===== config.mk =====
export PLATFORM = sky130hd
export DESIGN_NAME = chain_counter
export DESIGN_NICKNAME = d
export VERILOG_FILES = /design/src/rtl/chain_counter_pkg.sv /design/src/rtl/chain_stage.sv /design/src/rtl/chain_counter.sv
export SDC_FILE = /design/constraint.sdc
export NUM_CORES = 1
export LEC_CHECK = 0
export ABC_AREA = 1
export BUFFER_PORTS_ARGS = -buffer_cell sky130_fd_sc_hd__buf_2
export CORE_UTILIZATION = 44
export CTS_CLUSTER_SIZE = 14
export DETAILED_ROUTE_END_ITERATION = 6
export HOLD_SLACK_MARGIN = 0.12
export MAX_ROUTING_LAYER = met4
export PLACE_DENSITY = 0.73
export SYNTH_ARGS = -nofsm -noshare
export SYNTH_HDL_FRONTEND = slang
export SYNTH_SLANG_ARGS = --single-unit

===== constraint.sdc =====
create_clock -name clk -period 1.8 [get_ports clk]
set_input_delay 0.36 -clock clk [delete_from_list [all_inputs] [get_ports clk]]
set_output_delay 0.36 -clock clk [all_outputs]
set_load 0.005 [all_outputs]

===== src/rtl/chain_counter_pkg.sv =====
// Shared types and constants for the chain_counter block.
package chain_counter_pkg;

  // Run sequencer states.
  typedef enum logic [1:0] {
    IDLE = 2'd0,
    RUN  = 2'd1,
    DONE = 2'd2
  } state_e;

  // Chain semantics selected by the MODE parameter.
  localparam int MODE_PIPE  = 0;
  localparam int MODE_CHAIN = 1;

  // tick_cnt must hold every value 0..RUN_CYCLES, and for free-run (0) it
  // still needs at least one bit to saturate in.
  function automatic int tick_cnt_width(input int run_cycles);
    return $clog2(run_cycles + 2);
  endfunction

endpackage


===== src/rtl/chain_stage.sv =====
// One counter stage: a WIDTH-bit register that either loads a preset or
// adds STEP to whatever value the parent routes into its adder.
module chain_stage #(
  parameter int WIDTH = 4,
  parameter int STEP  = 1
) (
  input  logic             clk_i,
  input  logic             rst_ni,
  input  logic             load_i,
  input  logic [WIDTH-1:0] load_val_i,
  input  logic             tick_i,
  input  logic [WIDTH-1:0] add_in_i,
  output logic [WIDTH-1:0] d_o,
  output logic [WIDTH-1:0] q_o
);

  // STEP is truncated to the stage width; the add wraps modulo 2^WIDTH,
  // which matches a WIDTH+1 bit sum with the carry dropped.
  localparam logic [WIDTH-1:0] STEP_W = WIDTH'(STEP);

  logic [WIDTH-1:0] q_q;
  logic [WIDTH-1:0] d_w;

  // Next value: load wins over tick, otherwise hold.
  always_comb begin
    d_w = q_q;
    if (load_i) begin
      d_w = load_val_i;
    end else if (tick_i) begin
      d_w = add_in_i + STEP_W;
    end
  end

  // Stage register.
  always_ff @(posedge clk_i or negedge rst_ni) begin
    if (!rst_ni) begin
      q_q <= '0;
    end else begin
      q_q <= d_w;
    end
  end

  assign d_o = d_w;
  assign q_o = q_q;

endmodule


===== src/rtl/chain_counter.sv =====
// Multi-stage counter chain with a bounded run sequencer.
//
// Handshake: start/load are only looked at in IDLE, stop/en only in RUN;
// there is no backpressure, every control input is a level sampled on the
// rising edge.  busy/done/wrap are registered and change only on edges.
module chain_counter
  import chain_counter_pkg::*;
#(
  parameter int WIDTH      = 4,
  parameter int STAGES     = 2,
  parameter int MODE       = 0,
  parameter int STEP       = 1,
  parameter int RUN_CYCLES = 5
) (
  input  logic                                  clk,
  input  logic                                  rst_n,
  input  logic                                  start,
  input  logic                                  stop,
  input  logic                                  en,
  input  logic                                  load,
  input  logic [WIDTH-1:0]                      load_val,
  output logic [STAGES*WIDTH-1:0]               stage_q,
  output logic [tick_cnt_width(RUN_CYCLES)-1:0] tick_cnt,
  output logic                                  busy,
  output logic                                  done,
  output logic                                  wrap,
  output logic [1:0]                            state_dbg
);

  localparam int              TW       = tick_cnt_width(RUN_CYCLES);
  localparam logic [TW-1:0]   RUN_LAST = TW'(RUN_CYCLES);
  localparam logic [TW-1:0]   CNT_ONE  = TW'(1);
  localparam logic [TW-1:0]   CNT_MAX  = '1;

  state_e          state_q;
  logic            busy_q;
  logic            done_q;
  logic            wrap_q;
  logic [TW-1:0]   tick_cnt_q;
  logic            load_w;
  logic            tick_w;
  logic            wrap_w;
  logic [WIDTH-1:0] unused_fwd_w;

  assign load_w = (state_q == IDLE) && load;
  assign tick_w = (state_q == RUN) && en && !stop;

  // Each stage forwards either its registered value (pipelined) or its
  // next value (chained) to the following stage's adder.  Stage 0 adds
  // to itself.
  for (genvar k = 0; k < STAGES; k++) begin : g_stage
    logic [WIDTH-1:0] q_w;
    logic [WIDTH-1:0] d_w;
    logic [WIDTH-1:0] add_w;
    logic [WIDTH-1:0] fwd_w;

    assign fwd_w = (MODE == MODE_CHAIN) ? d_w : q_w;

    if (k == 0) begin : g_head
      assign add_w = q_w;
    end else begin : g_link
      assign add_w = g_stage[k-1].fwd_w;
    end

    chain_stage #(
      .WIDTH (WIDTH),
      .STEP  (STEP)
    ) u_stage (
      .clk_i      (clk),
      .rst_ni     (rst_n),
      .load_i     (load_w),
      .load_val_i (load_val),
      .tick_i     (tick_w),
      .add_in_i   (add_w),
      .d_o        (d_w),
      .q_o        (q_w)
    );

    assign stage_q[k*WIDTH +: WIDTH] = q_w;
  end

  // The last stage's forward value has no consumer.
  assign unused_fwd_w = g_stage[STAGES-1].fwd_w;

  // Stage 0 carried out of WIDTH bits exactly when its ticked value came
  // out smaller than the old one (STEP is below 2^WIDTH after truncation).
  assign wrap_w = tick_w && (g_stage[0].d_w < g_stage[0].q_w);

  // Run sequencer with registered busy/done/wrap and the tick counter.
  always_ff @(posedge clk or negedge rst_n) begin
    if (!rst_n) begin
      state_q    <= IDLE;
      busy_q     <= 1'b0;
      done_q     <= 1'b0;
      wrap_q     <= 1'b0;
      tick_cnt_q <= '0;
    end else begin
      wrap_q <= wrap_w;
      case (state_q)
        IDLE: begin
          done_q <= 1'b0;
          if (!load && start) begin
            state_q    <= RUN;
            busy_q     <= 1'b1;
            tick_cnt_q <= '0;
          end
        end
        RUN: begin
          if (stop) begin
            state_q <= IDLE;
            busy_q  <= 1'b0;
          end else if (en) begin
            if (RUN_CYCLES == 0) begin
              if (tick_cnt_q != CNT_MAX) begin
                tick_cnt_q <= tick_cnt_q + CNT_ONE;
              end
            end else begin
              tick_cnt_q <= tick_cnt_q + CNT_ONE;
              if (tick_cnt_q + CNT_ONE == RUN_LAST) begin
                state_q <= DONE;
                busy_q  <= 1'b0;
                done_q  <= 1'b1;
              end
            end
          end
        end
        DONE: begin
          state_q <= IDLE;
          done_q  <= 1'b0;
        end
        default: begin
          state_q <= IDLE;
          busy_q  <= 1'b0;
          done_q  <= 1'b0;
        end
      endcase
    end
  end

  assign tick_cnt  = tick_cnt_q;
  assign busy      = busy_q;
  assign done      = done_q;
  assign wrap      = wrap_q;
  assign state_dbg = state_q;

endmodule

Word level (Yosys, flattened, before mapping)

Cells that the tools add are included.

Reduce and logical (&&, ||, !) cells: 14
Magnitude comparators: 1
Multiplexer cells: 22
Bitwise logic cells: 1
Add/subtract/negate cells: 2
Equal/unequal tests: 9

Operators by type and width:

| kind                                                  | number |
|---|---|
| two-way mux 4 bit                                     | 4 |
| two-way mux 3 bit                                     | 3 |
| two-way mux 1 bit                                     | 8 |
| two-way mux 2 bit                                     | 4 |
| AND reduction 4 bit                                   | 2 |
| case mux 3 bit (2 select lines)                       | 1 |
| AND reduction 3 bit                                   | 2 |
| logical AND 1 bit                                     | 5 |
| adder 4 x 1 -> 4 bit, second input constant           | 1 |
| less-than comparator 4 bit                            | 1 |
| inequality test 2 x 1 -> 1 bit, second input constant | 2 |
| inequality test 2 bit, second input constant          | 2 |
| case mux 2 bit (2 select lines)                       | 1 |
| nonzero test 2 bit                                    | 2 |
| adder 3 x 1 -> 3 bit, second input constant           | 1 |
| equality test 3 bit, second input constant            | 1 |
| inequality test 3 x 2 -> 1 bit, second input constant | 1 |
| inequality test 3 bit, second input constant          | 1 |
| case mux 1 bit (3 select lines)                       | 1 |
| equality test 2 x 1 -> 1 bit, second input constant   | 1 |
| equality test 2 bit, second input constant            | 1 |
| logical NOT 1 bit                                     | 2 |
| logical NOT 2 bit                                     | 1 |
| inverter 1 bit                                        | 1 |

Bits of input ports: 10
Bits in registers: 16
Word-level logic and storage cells: 56

Logic depth before layout (Yosys ltp)

Gate-level depths: netlist of run 1.

Depth in word-level cells: 7
Gate-level depth with buffers: 12
Gate-level depth less buffers: 12

By module

From an unflattened synthesis of run 1, not the netlist that was laid out.

Cells, all modules: 126
Area, all modules: 987.2 µm²

By module, submodules not included:

| module        | times used | area each (µm²) | cells each |
|---|---|---|---|
| chain_counter | 1          | 536.8           | 66 |
| chain_stage   | 2          | 225.2           | 30 |

Worst setup path before layout of run 1

OpenSTA, ideal clock, no wires.

Path type: reg2reg
Start: reg state_q[0] (netlist: state_dbg[0])
End: reg wrap_q (netlist: wrap)
Data arrival time: 1.635 ns
Cell stages (with the launch flop): 13
Required time: 1.727 ns
Slack: 0.092 ns
Cell sequence: dfrtp_1 -> inv_1 -> nand2_2 -> nor2_8 -> inv_2 -> nand2_2 -> o21ai_1 -> o21ai_1 -> nand2_1 -> ha_1 -> a21oi_1 -> nand2_1 -> a21oi_2

Cells in the longest elaborated chain, start to end: 7
Elaborated cells on any way between the ends: 9
Classes of those cells: order compare: 1; eq/ne: 1; mux: 2; reduce/logical: 5

RTL lines:

| element                         | RTL line             | text |
|---|---|---|
| start, declared                 | chain_counter.sv:35  | `state_e state_q;` |
| start signal, assigned          | chain_counter.sv:92  | `state_q <= IDLE;` |
| start signal, assigned          | chain_counter.sv:103 | `state_q <= RUN;` |
| start signal, assigned          | chain_counter.sv:110 | `state_q <= IDLE;` |
| equality test 2 x 1 -> 1 bit    | chain_counter.sv:46  | `assign tick_w = (state_q == RUN) && en && !stop;` |
| logical AND 1 bit (2 in series) | chain_counter.sv:46  |  |
| two-way mux 4 bit               | chain_stage.sv:29    | `end else if (tick_i) begin` |
| two-way mux 4 bit (*)           | chain_stage.sv:27    | `if (load_i) begin` |
| named net g_stage[0].d_w[3]     | chain_counter.sv:53  | `logic [WIDTH-1:0] d_w;` |
| less-than comparator 4 bit (*)  | chain_counter.sv:87  | `assign wrap_w = tick_w && (g_stage[0].d_w < g_stage[0].q_w);` |
| logical AND 1 bit (*)           | chain_counter.sv:87  |  |
| named net wrap_w                | chain_counter.sv:42  | `logic wrap_w;` |
| end signal, assigned            | chain_counter.sv:98  | `wrap_q <= wrap_w;` |
| end, declared                   | chain_counter.sv:38  | `logic wrap_q;` |

Mark *: on every way through the listed nets, which the timed path passes. The rest lies on a longest branch.
A chain may end at the register's enable or synchronous reset.

Final worst setup path of run 1

Same ends and word-level chain as after synthesis.

==> results.md, run 1 <==
- Drt drc: 0
- Post-Synthesis Cells: ~100
- Status: complete, no violations
- Clock skew: 0.00324 ns
- Normalized max-slew margin: 76.3%
- Clock sink count: 16
- Initial antenna violation count: 0
- Worst-Margin Slew: 0.355 ns
- Synth unique cells: 23
- Max Fclk: 0.590 GHz
- Static leakage: 0.641 nW
- Pwr Density: about 1200 nW/um2
- Setup CP Type: flip-flop to flip-flop
- Worst setup margin: between 0.1 and 0.15 ns
- Max Transition Viols Final: 0
- Synth Register Bits: 16
- Layout cells sized above 1: 42.5%
- Post-DP HPWL: 1310 um
- Final Cell Area: around 1200 um2
- Drt first-iter violations: 17
- Die ar.: about 2200 um2
- Syn avg cell area: ~9 um2
- NumNets Final: 151
- Global placer's final weighted congestion: 0.806
- Vias in the first global route: 699
- Crit end category: flip-flop
- Worst setup SP type: flip-flop
- Drt total wl: between 1500 and 2000 um
- Initial Util: 48.8%
- Total track usage: 20.0%
- Largest net degree at the start of global routing: 17
- VDD IR max: about 0.74 mV
- Final hold vios: 0
- DR vias: 766
- # diodes: 0
- Port Buffers: 25
- Post-placement cell area: 1050 um2
- Io pins: 26
- Cell area after synthesis: 871 um2
- Core Region: 1780 um2
- Final Critical Period: 1.70 ns
- Synth area leaders: dfrtp_1 (46%), nand2_1 (9.1%), ha_1 (8.6%)
- Die Y: 46.5 um
- Final Cycle Share: 94.2%
- CTS tree: done
- CP max FO: 5
- Required @ worst endpoint: 2.04 ns
- Total Power: ~0.0014 W
- Avg Vias per Cell: 4.82
- Area growth from synthesis to final layout: 33.5%
- Max-cap violations: 0
- Yosys synthesis warning count: 0
- Register clock-pin slew on the reported worst setup and hold paths: around 0.1 ns
- Syn nets: ~110
- # rows: 15
- Yosys top cell area share: 46.0%
- DR pass1 iterations: 4
- Worst EP arrival: slightly below 2 ns
- Die width: 46.5 um
- Hold crit path type: input port to flip-flop
- CTS max path bufs: 2
- Antenna Nets Post-Route: 0
- Leading area contributor after synthesis: dfrtp_1
- Seq/Total Area, Yosys: 46.0%
- CTS Buf Count: 3
- WL/cell: 11.8 um
- H-tree depth: 1
- First-pass GRT wire length: slightly below 3000 um
- Skew-Pair Late Insertion Delay: 0.30 ns
- CTS Root Cell: clkbuf_4
- Setup violations, final: 0
- DP Cell Count: 151
- Worst slack at placement: 0.0208 ns
- Grt ovf: 0
- Non-Filler Instances: 159
where the power goes:
group	total [W]	switching (W)	internal [W]
clock network	0.000245	0.000122	0.000123
registers	0.000520	0.0000689	0.000451
logic	0.000619	0.000323	0.000296
total	0.00138	0.000514	0.000870
worst max-delay path: stages, from the launching register on:
cell     delay (ns)
dfrtp_1        0.38
inv_2          0.06
nand2_4        0.10
nor2_8         0.04
buf_4          0.15
buf_4          0.13
buf_4          0.13
nand2_1        0.08
o21ai_2        0.06
ha_1           0.29
nand2_1        0.06
nand2_1        0.06
a21oi_2        0.10
layout make-up:
type                    instances  area [um2]
clock buffers                   4        36.3
multi-input cells              64         442
repair buffers                 33         188
inverters                      17        63.8
well taps                      25        31.3
flip-flops and latches         16         402
fillers                       156         621
placed cells by master (no fill, tap or decap):
cell            n
a21oi_2         2
a22o_1          1
a32o_1          1
buf_2          25
buf_4           7
clkbuf_4        3
clkbuf_8        1
dfrtp_1        15
dfrtp_2         1
dlygate4sd3_1   1
ha_1            5
ha_4            1
inv_1          10
inv_2           7
nand2_1        21
nand2_2         2
nand2_4         2
nand3_1         3
nor2_1          6
nor2_4          1
nor2_8          1
nor3_2          1
o211ai_1        2
o21a_1          1
o21ai_0         2
o21ai_1         4
o21ai_2         2
o22ai_1         2
xnor2_2         1
xor2_1          3
metrics by stage:
step                      util, %  hold WS (ns)  setup TNS [ns]
after global placement       58.7         0.293               0
after CTS                    61.7         0.282               0
final                        65.2         0.279               0
after detailed placement     58.7         0.299               0
after floorplan                 -        0.0644               0
after global routing         65.2         0.295         -0.0167
synth_stat cells:
cell type / count
o22ai_1: 2
nand2_1: 21
nor3_2: 1
inv_2: 5
xor2_1: 3
o211ai_1: 2
o21ai_0: 3
xnor2_1: 1
o21a_1: 1
a22o_1: 1
inv_1: 12
nand2_2: 4
a32o_1: 1
dfrtp_1: 16
a21oi_1: 1
buf_6: 1
o21ai_1: 5
nor2_8: 1
ha_1: 6
nand3_1: 3
nor2_2: 1
a21oi_2: 1
nor2_1: 6
cells by family (layout without fill, tap and decap cells):
logic type                 Yosys count  count (layout)  synth area share (%)
DFF                                 16              16                  46.0
AOI/OAI and AO/OA                   17              17                  12.4
adders and majority gates            6               6                  8.62
xor gates and xnor gates             4               4                  4.02
and+or+nand+nor                     37              37                  20.4
buffers and inverters               18              54                  8.62
repair_timing:
item,CTS,global route
setup endpoints to repair,1,1
hold buffers,1,0
pin swaps,1,4
setup buffers,1,2
resized for setup,0,12
hold endpoints to repair,16,0
path summary, 6_finish.rpt:
check / startpoint / end / slack [ns] / cells after the start
min in group asynchronous: rst_n / g_stage[1].u_stage.q_o[2] / 0.49 / 2
setup reg to reg: state_dbg[0] / wrap / 0.10 / 12
setup / recovery: state_dbg[0] / wrap / 0.10 / 12
max in group asynchronous: rst_n / g_stage[0].u_stage.q_o[1] / 1.03 / 2
hold / removal: load_val[2] / g_stage[1].u_stage.q_o[2] / 0.28 / 3
hold reg to reg: busy / busy / 0.50 / 2
state kept, by name, indices dropped and copies added (netlist names):
name and cells:
busy 1, done 1, g_stage.u_stage.q_o 8, state_dbg 2, tick_cnt 3, wrap 1
per-layer routing:
| metal | global-route usage, % | wire length [um] | vias to the layer above |
|---|---|---|---|
| met4 | 7.06 | 29 | 0 |
| met2 | 30.3 | 927 | 13 |
| met5 | - | 0 | - |
| li1 | - | - | 386 |
| met3 | 4.71 | 64 | 3 |
| met1 | 25.9 | 849 | 364 |
Power figures use the tool's default switching activity.
==> run 2: changes to the inputs <==
Settings changed: CORE_MARGIN set to 10.
==> run 2 against run 1 <==
Critical path type unchanged. Clock power grew 2%. Clock skew grew 0.0033 ns. First-iteration DRC count shrank 18%. Non-clock buffer count grew 6. Register-to-register slack is essentially flat. Sequential power is essentially flat. Flip-flop and latch count is the same. Highest routed layer unchanged.
==> results.md, run 2 (synthesized netlist as in run 1, its figures left out) <==
- Max Transition Viols Final: 0 (unchanged)
- Post-placement cell area: 1050 um2 (+0.24%)
- # diodes: 0 (unchanged)
- Post-DP HPWL: 1580 um (+20%)
- VDD IR max: 0.761 mV (+2.7%)
- First-pass GRT wire length: 3510 um (+20%)
- CTS tree: done
- Die ar.: 4160 um2 (+92%)
- Most common cell after layout, fill and taps aside: buf_2
- Worst EP arrival: 1.93 ns (about the same)
- Static leakage: 0.668 nW (+4.2%)
- Clock skew: 0.00652 ns (+0.00328 ns)
- Vias in the first global route: 765 (+9.4%)
- Initial antenna violation count: 0 (unchanged)
- WL/cell: 12.7 um (+7.9%)
- Most frequent cells in the layout: buf_2 (25), nand2_1 (21), dfrtp_1 (16)
- Initial Util: 45.3% (-3.5 points)
- Drt first-iter violations: 14 (-3)
- Io pins: 26 (unchanged)
- Final hold vios: 0 (unchanged)
- Max FFs per register: 8 (unchanged)
- Skew-Pair Late Insertion Delay: 0.30 ns (about the same)
- CTS max path bufs: 2 (unchanged)
- CTS Buf Count: 3 (unchanged)
- Largest net degree at the start of global routing: 17 (unchanged)
- Layout cells sized above 1: 42.9% (+0.32 points)
- Max Fclk: 0.593 GHz (+0.60%)
- DR vias: 781 (+2.0%)
- Total track usage: 10.9% (-9.2 points)
- DR pass1 iterations: 4 (unchanged)
- Final Critical Period: 1.69 ns (-0.0101 ns)
- Core Region: 1920 um2 (+7.8%)
- Setup CP Type: flip-flop to flip-flop
- Port Buffers: 25 (unchanged)
- Fin Hold WS: 0.272 ns (-0.00772 ns)
- Drt total wl: 2120 um (+13%)
- Antenna Nets Post-Route: 0 (unchanged)
- Required @ worst endpoint: 2.04 ns (about the same)
- CTS Root Cell: clkbuf_4
- Drt drc: 0 (unchanged)
- Worst-Margin Slew: 0.364 ns (+0.00823 ns)
- NumNets Final: 157 (+4.0%)
- # rows: 16 (+1)
- Crit end category: flip-flop
- Global placer's final weighted congestion: 0.774 (-3.9%)
- Pwr Density: 1180 nW/um2 (-1.2%)
- Worst setup SP type: flip-flop
- Die Y: 64.5 um (+39%)
- Die width: 64.5 um (+39%)
- Hold crit path type: input port to flip-flop
- Final Cell Area: 1200 um2 (+3.2%)
- Normalized max-slew margin: 75.8% (-0.55 points)
- Register clock-pin slew on the reported worst setup and hold paths: 0.10 ns (about the same)
- Setup violations, final: 0 (unchanged)
- Final Cycle Share: 93.7% (-0.56 points)
- H-tree depth: 1 (unchanged)
- Area growth from synthesis to final layout: 37.8%
- Max-cap violations: 0 (unchanged)
- Clock sink count: 16 (unchanged)
- Avg Vias per Cell: 4.68 (-2.9%)
- CP max FO: 4 (-1)
- Grt ovf: 0 (unchanged)
- Status: complete, no violations
[run 2: worst paths after layout]
kind	from	end	slack (ns)	depth (start not counted)
worst min-delay path	load_val[2]	g_stage[1].u_stage.q_o[2]	0.27	3
max in group asynchronous	rst_n	g_stage[0].u_stage.q_o[2]	1.05	2
worst max-delay path	state_dbg[0]	wrap	0.11	12
worst max register to register	state_dbg[0]	wrap	0.11	12
worst min register to register	busy	busy	0.51	2
min in group asynchronous	rst_n	g_stage[1].u_stage.q_o[3]	0.49	2
[run 2: per-stage QoR]
step | setup TNS, ns | utilization (%) | total power [W] | std cells | setup slack (ns)
after floorplan | 0 | - | 0.000841 | 98 | 0.0916
after global placement | 0 | 54.6 | 0.00104 | 153 | 0.0659
after detailed placement | -0.00389 | 54.6 | 0.00106 | 153 | -0.00389
after CTS | 0 | 57.7 | 0.00132 | 160 | 0.0241
after global routing | -0.00629 | 62.4 | 0.00154 | 167 | -0.00629
final | 0 | 62.4 | 0.00141 | 167 | 0.114
[run 2: critical path, cell delays in order (launching register included)]
cell and delay [ns]:
dfrtp_1 0.41, buf_4 0.15, nand2_2 0.09, nor2_4 0.04, inv_2 0.10, nand2_4 0.07
o21ai_2 0.06, o21ai_1 0.08, nand2_1 0.13, ha_4 0.22, a21oi_1 0.13, nand2_1 0.07
a21oi_2 0.09
[run 2: layout make-up]
type	count	area [um2]
fill	180	722
multi-input combinational	64	433
sequential	16	400
timing repair buffer	39	233
inverter	17	63.8
clock buffer	4	36.3
tap	27	33.8
[run 2: timing repair]
| action | 4_1_cts | 5_1_grt |
|---|---|---|
| hold endpoints to repair | 16 | 0 |
| setup endpoints to repair | 1 | 1 |
| pin swaps | 0 | 7 |
| hold buffers | 1 | 0 |
| gates resized for setup | 0 | 9 |
| setup buffers | 2 | 7 |
| gates cloned | 0 | 0 |
[run 2: routing by layer]
layer	global-route usage [%]	share of wire, %
met1	11.4	43
met2	18.2	51
met3	2.06	2.9
met4	7.22	2.9
met5	-	0
[run 2: report_power, final]
group          switching, W  total (W)  internal [W]
sequential        0.0000706   0.000520      0.000450
clock              0.000127   0.000250      0.000124
combinational      0.000327   0.000641      0.000313
==> run 3: changes to the inputs <==
Settings changed: HOLD_SLACK_MARGIN 0.12 to unset, SETUP_SLACK_MARGIN set to 0.15, SLEW_MARGIN set to 20.
==> run 3 against run 2 <==
Critical endpoint unchanged. Clock skew increased by 0.00055 ns. Core utilization up 4.2 points. Count of clock-buffer cells in the layout is the same. Fmax is 5.7% lower. Die area stayed put. Worst hold slack improved by 0.022 ns. Register-to-register slack worse by 0.10 ns. Flip-flop and latch count unchanged. Sequential power rose by 4.4%. Design area is 6.7% higher. Critical path depth is 1 higher.
==> results.md, run 3 (synthesized netlist as in run 1, its figures left out) <==
- H-tree depth: 1 (unchanged)
- Core Region: 1920 um2 (unchanged)
- Worst slack at placement: -0.0215 ns (-0.0176 ns)
- Setup violations, final: 0 (unchanged)
- CP max FO: 3 (-1)
- Clock skew: 0.00707 ns (+0.000548 ns)
- Static leakage: 0.701 nW (+5.0%)
- Status: complete, no violations
- Setup CP Type: flip-flop to flip-flop
- Worst EP arrival: 1.98 ns (+0.05 ns)
- Fin Hold WS: 0.293 ns (+0.0219 ns)
- CTS Buf Count: 3 (unchanged)
- CP cell instances: inv_2 > nand2_4 > nor2_8 > inv_2 > nand2_2 > buf_6 > inv_4 > o22ai_2 > nand2_1 > ha_2 > nand2_1 > inv_1 > a21oi_2
- Clock sink count: 16 (unchanged)
- Antenna Nets Post-Route: 0 (unchanged)
- First-pass GRT wire length: 4050 um (+15%)
- DR vias: 838 (+7.3%)
- Required @ worst endpoint: 2.00 ns (-0.04 ns)
- Max-cap violations: 0 (unchanged)
- VDD IR max: 0.855 mV (+12%)
- DP Cell Count: 150 (-2.0%)
- Drt first-iter violations: 25 (+11)
- Final Util: 66.6% (+4.2 points)
- Max Transition Viols Final: 0 (unchanged)
- Avg Vias per Cell: 4.84 (+3.6%)
- RSZ-0062 raised after global routing: yes
- Initial antenna violation count: 0 (unchanged)
- Initial Util: 45.3% (unchanged)
- Max FFs per register: 8 (unchanged)
- Largest net degree at the start of global routing: 17 (unchanged)
- Global placer's final weighted congestion: 0.782 (+1.0%)
- Vias in the first global route: 879 (+15%)
- Slowest stage delay, CP: 0.45 ns (+0.04 ns)
- Final hold vios: 0 (unchanged)
- Area growth from synthesis to final layout: 47.0%
- Most frequent cells in the layout: buf_2 (25), nand2_1 (20), dfrtp_1 (15)
- Sw frac: 37.1% (about the same)
- DR pass1 iterations: 4 (unchanged)
- Final Critical Period: 1.79 ns (+0.101 ns)
- Register clock-pin slew on the reported worst setup and hold paths: 0.10 ns (about the same)
- Most common cell after layout, fill and taps aside: buf_2
- Worst-Margin Slew: 0.369 ns (+0.00505 ns)
- Gate power share: 48.7% (+3.3 points)
- Grt ovf: 0 (unchanged)
- Drt total wl: 2490 um (+17%)
- Drt drc: 0 (unchanged)
- Post-placement cell area: 1030 um2 (-1.7%)
- Hold crit path type: input port to flip-flop
- Slowest CP cell: dfrtp_2
- CTS max path bufs: 2 (unchanged)
- Flop pwr share: 35.1% (-1.8 points)
- Final Cell Area: 1280 um2 (+6.7%)
- Max Fclk: 0.560 GHz (-5.7%)
- Layout cells sized above 1: 47.9% (+5.1 points)
- Pwr Density: 1210 nW/um2 (+2.8%)
- Total track usage: 12.5% (+1.6 points)
- # rows: 16 (unchanged)
- Io pins: 26 (unchanged)
- CTS tree: done
- Clock power share: 16.2% (-1.5 points)
- CTS Root Cell: clkbuf_4
- Skew-Pair Late Insertion Delay: 0.30 ns (about the same)
- Crit path buffers/inverters: 5 (+3)
- Die Y: 64.5 um (unchanged)
- Die width: 64.5 um (unchanged)
- Cell family with most CP delay: flip-flops
- NumNets Final: 163 (+3.8%)
- Net switching power: 0.000575 W (+9.6%)
- Die ar.: 4160 um2 (unchanged)
- Worst setup margin: 0.0128 ns (-0.101 ns)
- P_int: 0.000973 W (+9.7%)
- WL/cell: 14.4 um (+13%)
- Post-DP HPWL: 1520 um (-3.8%)
- # diodes: 0 (unchanged)
- Final Cycle Share: 99.3% (+5.6 points)
- Worst setup SP type: flip-flop
- Non-Filler Instances: 173 (+3.6%)
- Port Buffers: 25 (unchanged)
- Normalized max-slew margin: 75.4% (-0.34 points)
- Crit end category: flip-flop
-- run 3: worst paths after layout --
check	start	to	slack, ns	cells after the start
max	state_dbg[0]	wrap	0.01	13
min	load_val[2]	g_stage[1].u_stage.q_o[2]	0.29	3
max reg2reg	state_dbg[0]	wrap	0.01	13
min reg2reg	g_stage[1].u_stage.q_o[0]	g_stage[1].u_stage.q_o[0]	0.51	2
max in group asynchronous	rst_n	state_dbg[0]	1.02	2
min in group asynchronous	rst_n	tick_cnt[1]	0.49	2
-- run 3: final cells by class --
cell class	count	area, um2
clock buffer	4	36.3
fill	149	642
inverter	17	66.3
multi-input combinational	64	442
sequential	16	402
tap	27	33.8
timing repair buffer	45	300
-- run 3: worst reg2reg max path, stage by stage, from the launching register on --
cell and delay, ns:
dfrtp_2 0.45, inv_2 0.09, nand2_4 0.07, nor2_8 0.12
inv_2 0.05, nand2_2 0.09, buf_6 0.12, inv_4 0.03
o22ai_2 0.07, nand2_1 0.11, ha_2 0.32, nand2_1 0.04
inv_1 0.06, a21oi_2 0.05
-- run 3: power groups by stage --
stage                     Sequential, W  Combinational [W]  Clock (W)
final                          0.000543           0.000754   0.000251
after global routing           0.000554           0.000846   0.000263
after CTS                      0.000538           0.000605   0.000248
after detailed placement       0.000545           0.000489          0
after global placement         0.000541           0.000472          0
after floorplan                0.000542           0.000304          0
-- run 3: repair_timing --
action | in CTS | in global routing
gates resized for setup | 5 | 12
pin swaps | 8 | 8
buffers inserted | 14 | 4
endpoints found under the setup margin | 1 | 2
hold buffers | 1 | 0
cloned | 0 | 0
hold endpoints to repair | 16 | 0
-- run 3: through the flow --
stage	total power [W]	TNS [ns]
final	0.00155	0
after global routing	0.00166	-0.0998
after CTS	0.00139	0
after detailed placement	0.00103	-0.0215
after global placement	0.00101	0
after floorplan	0.000846	0
-- run 3: routing by layer --
metal,vias up,share of wire (%),track usage (%),routed length [um]
met3,7,5.5,2.92,136
met5,-,0,-,0
met2,26,51,20.6,1270
met4,0,2.8,7.49,69
li1,411,-,-,-
met1,394,41,13.3,1010
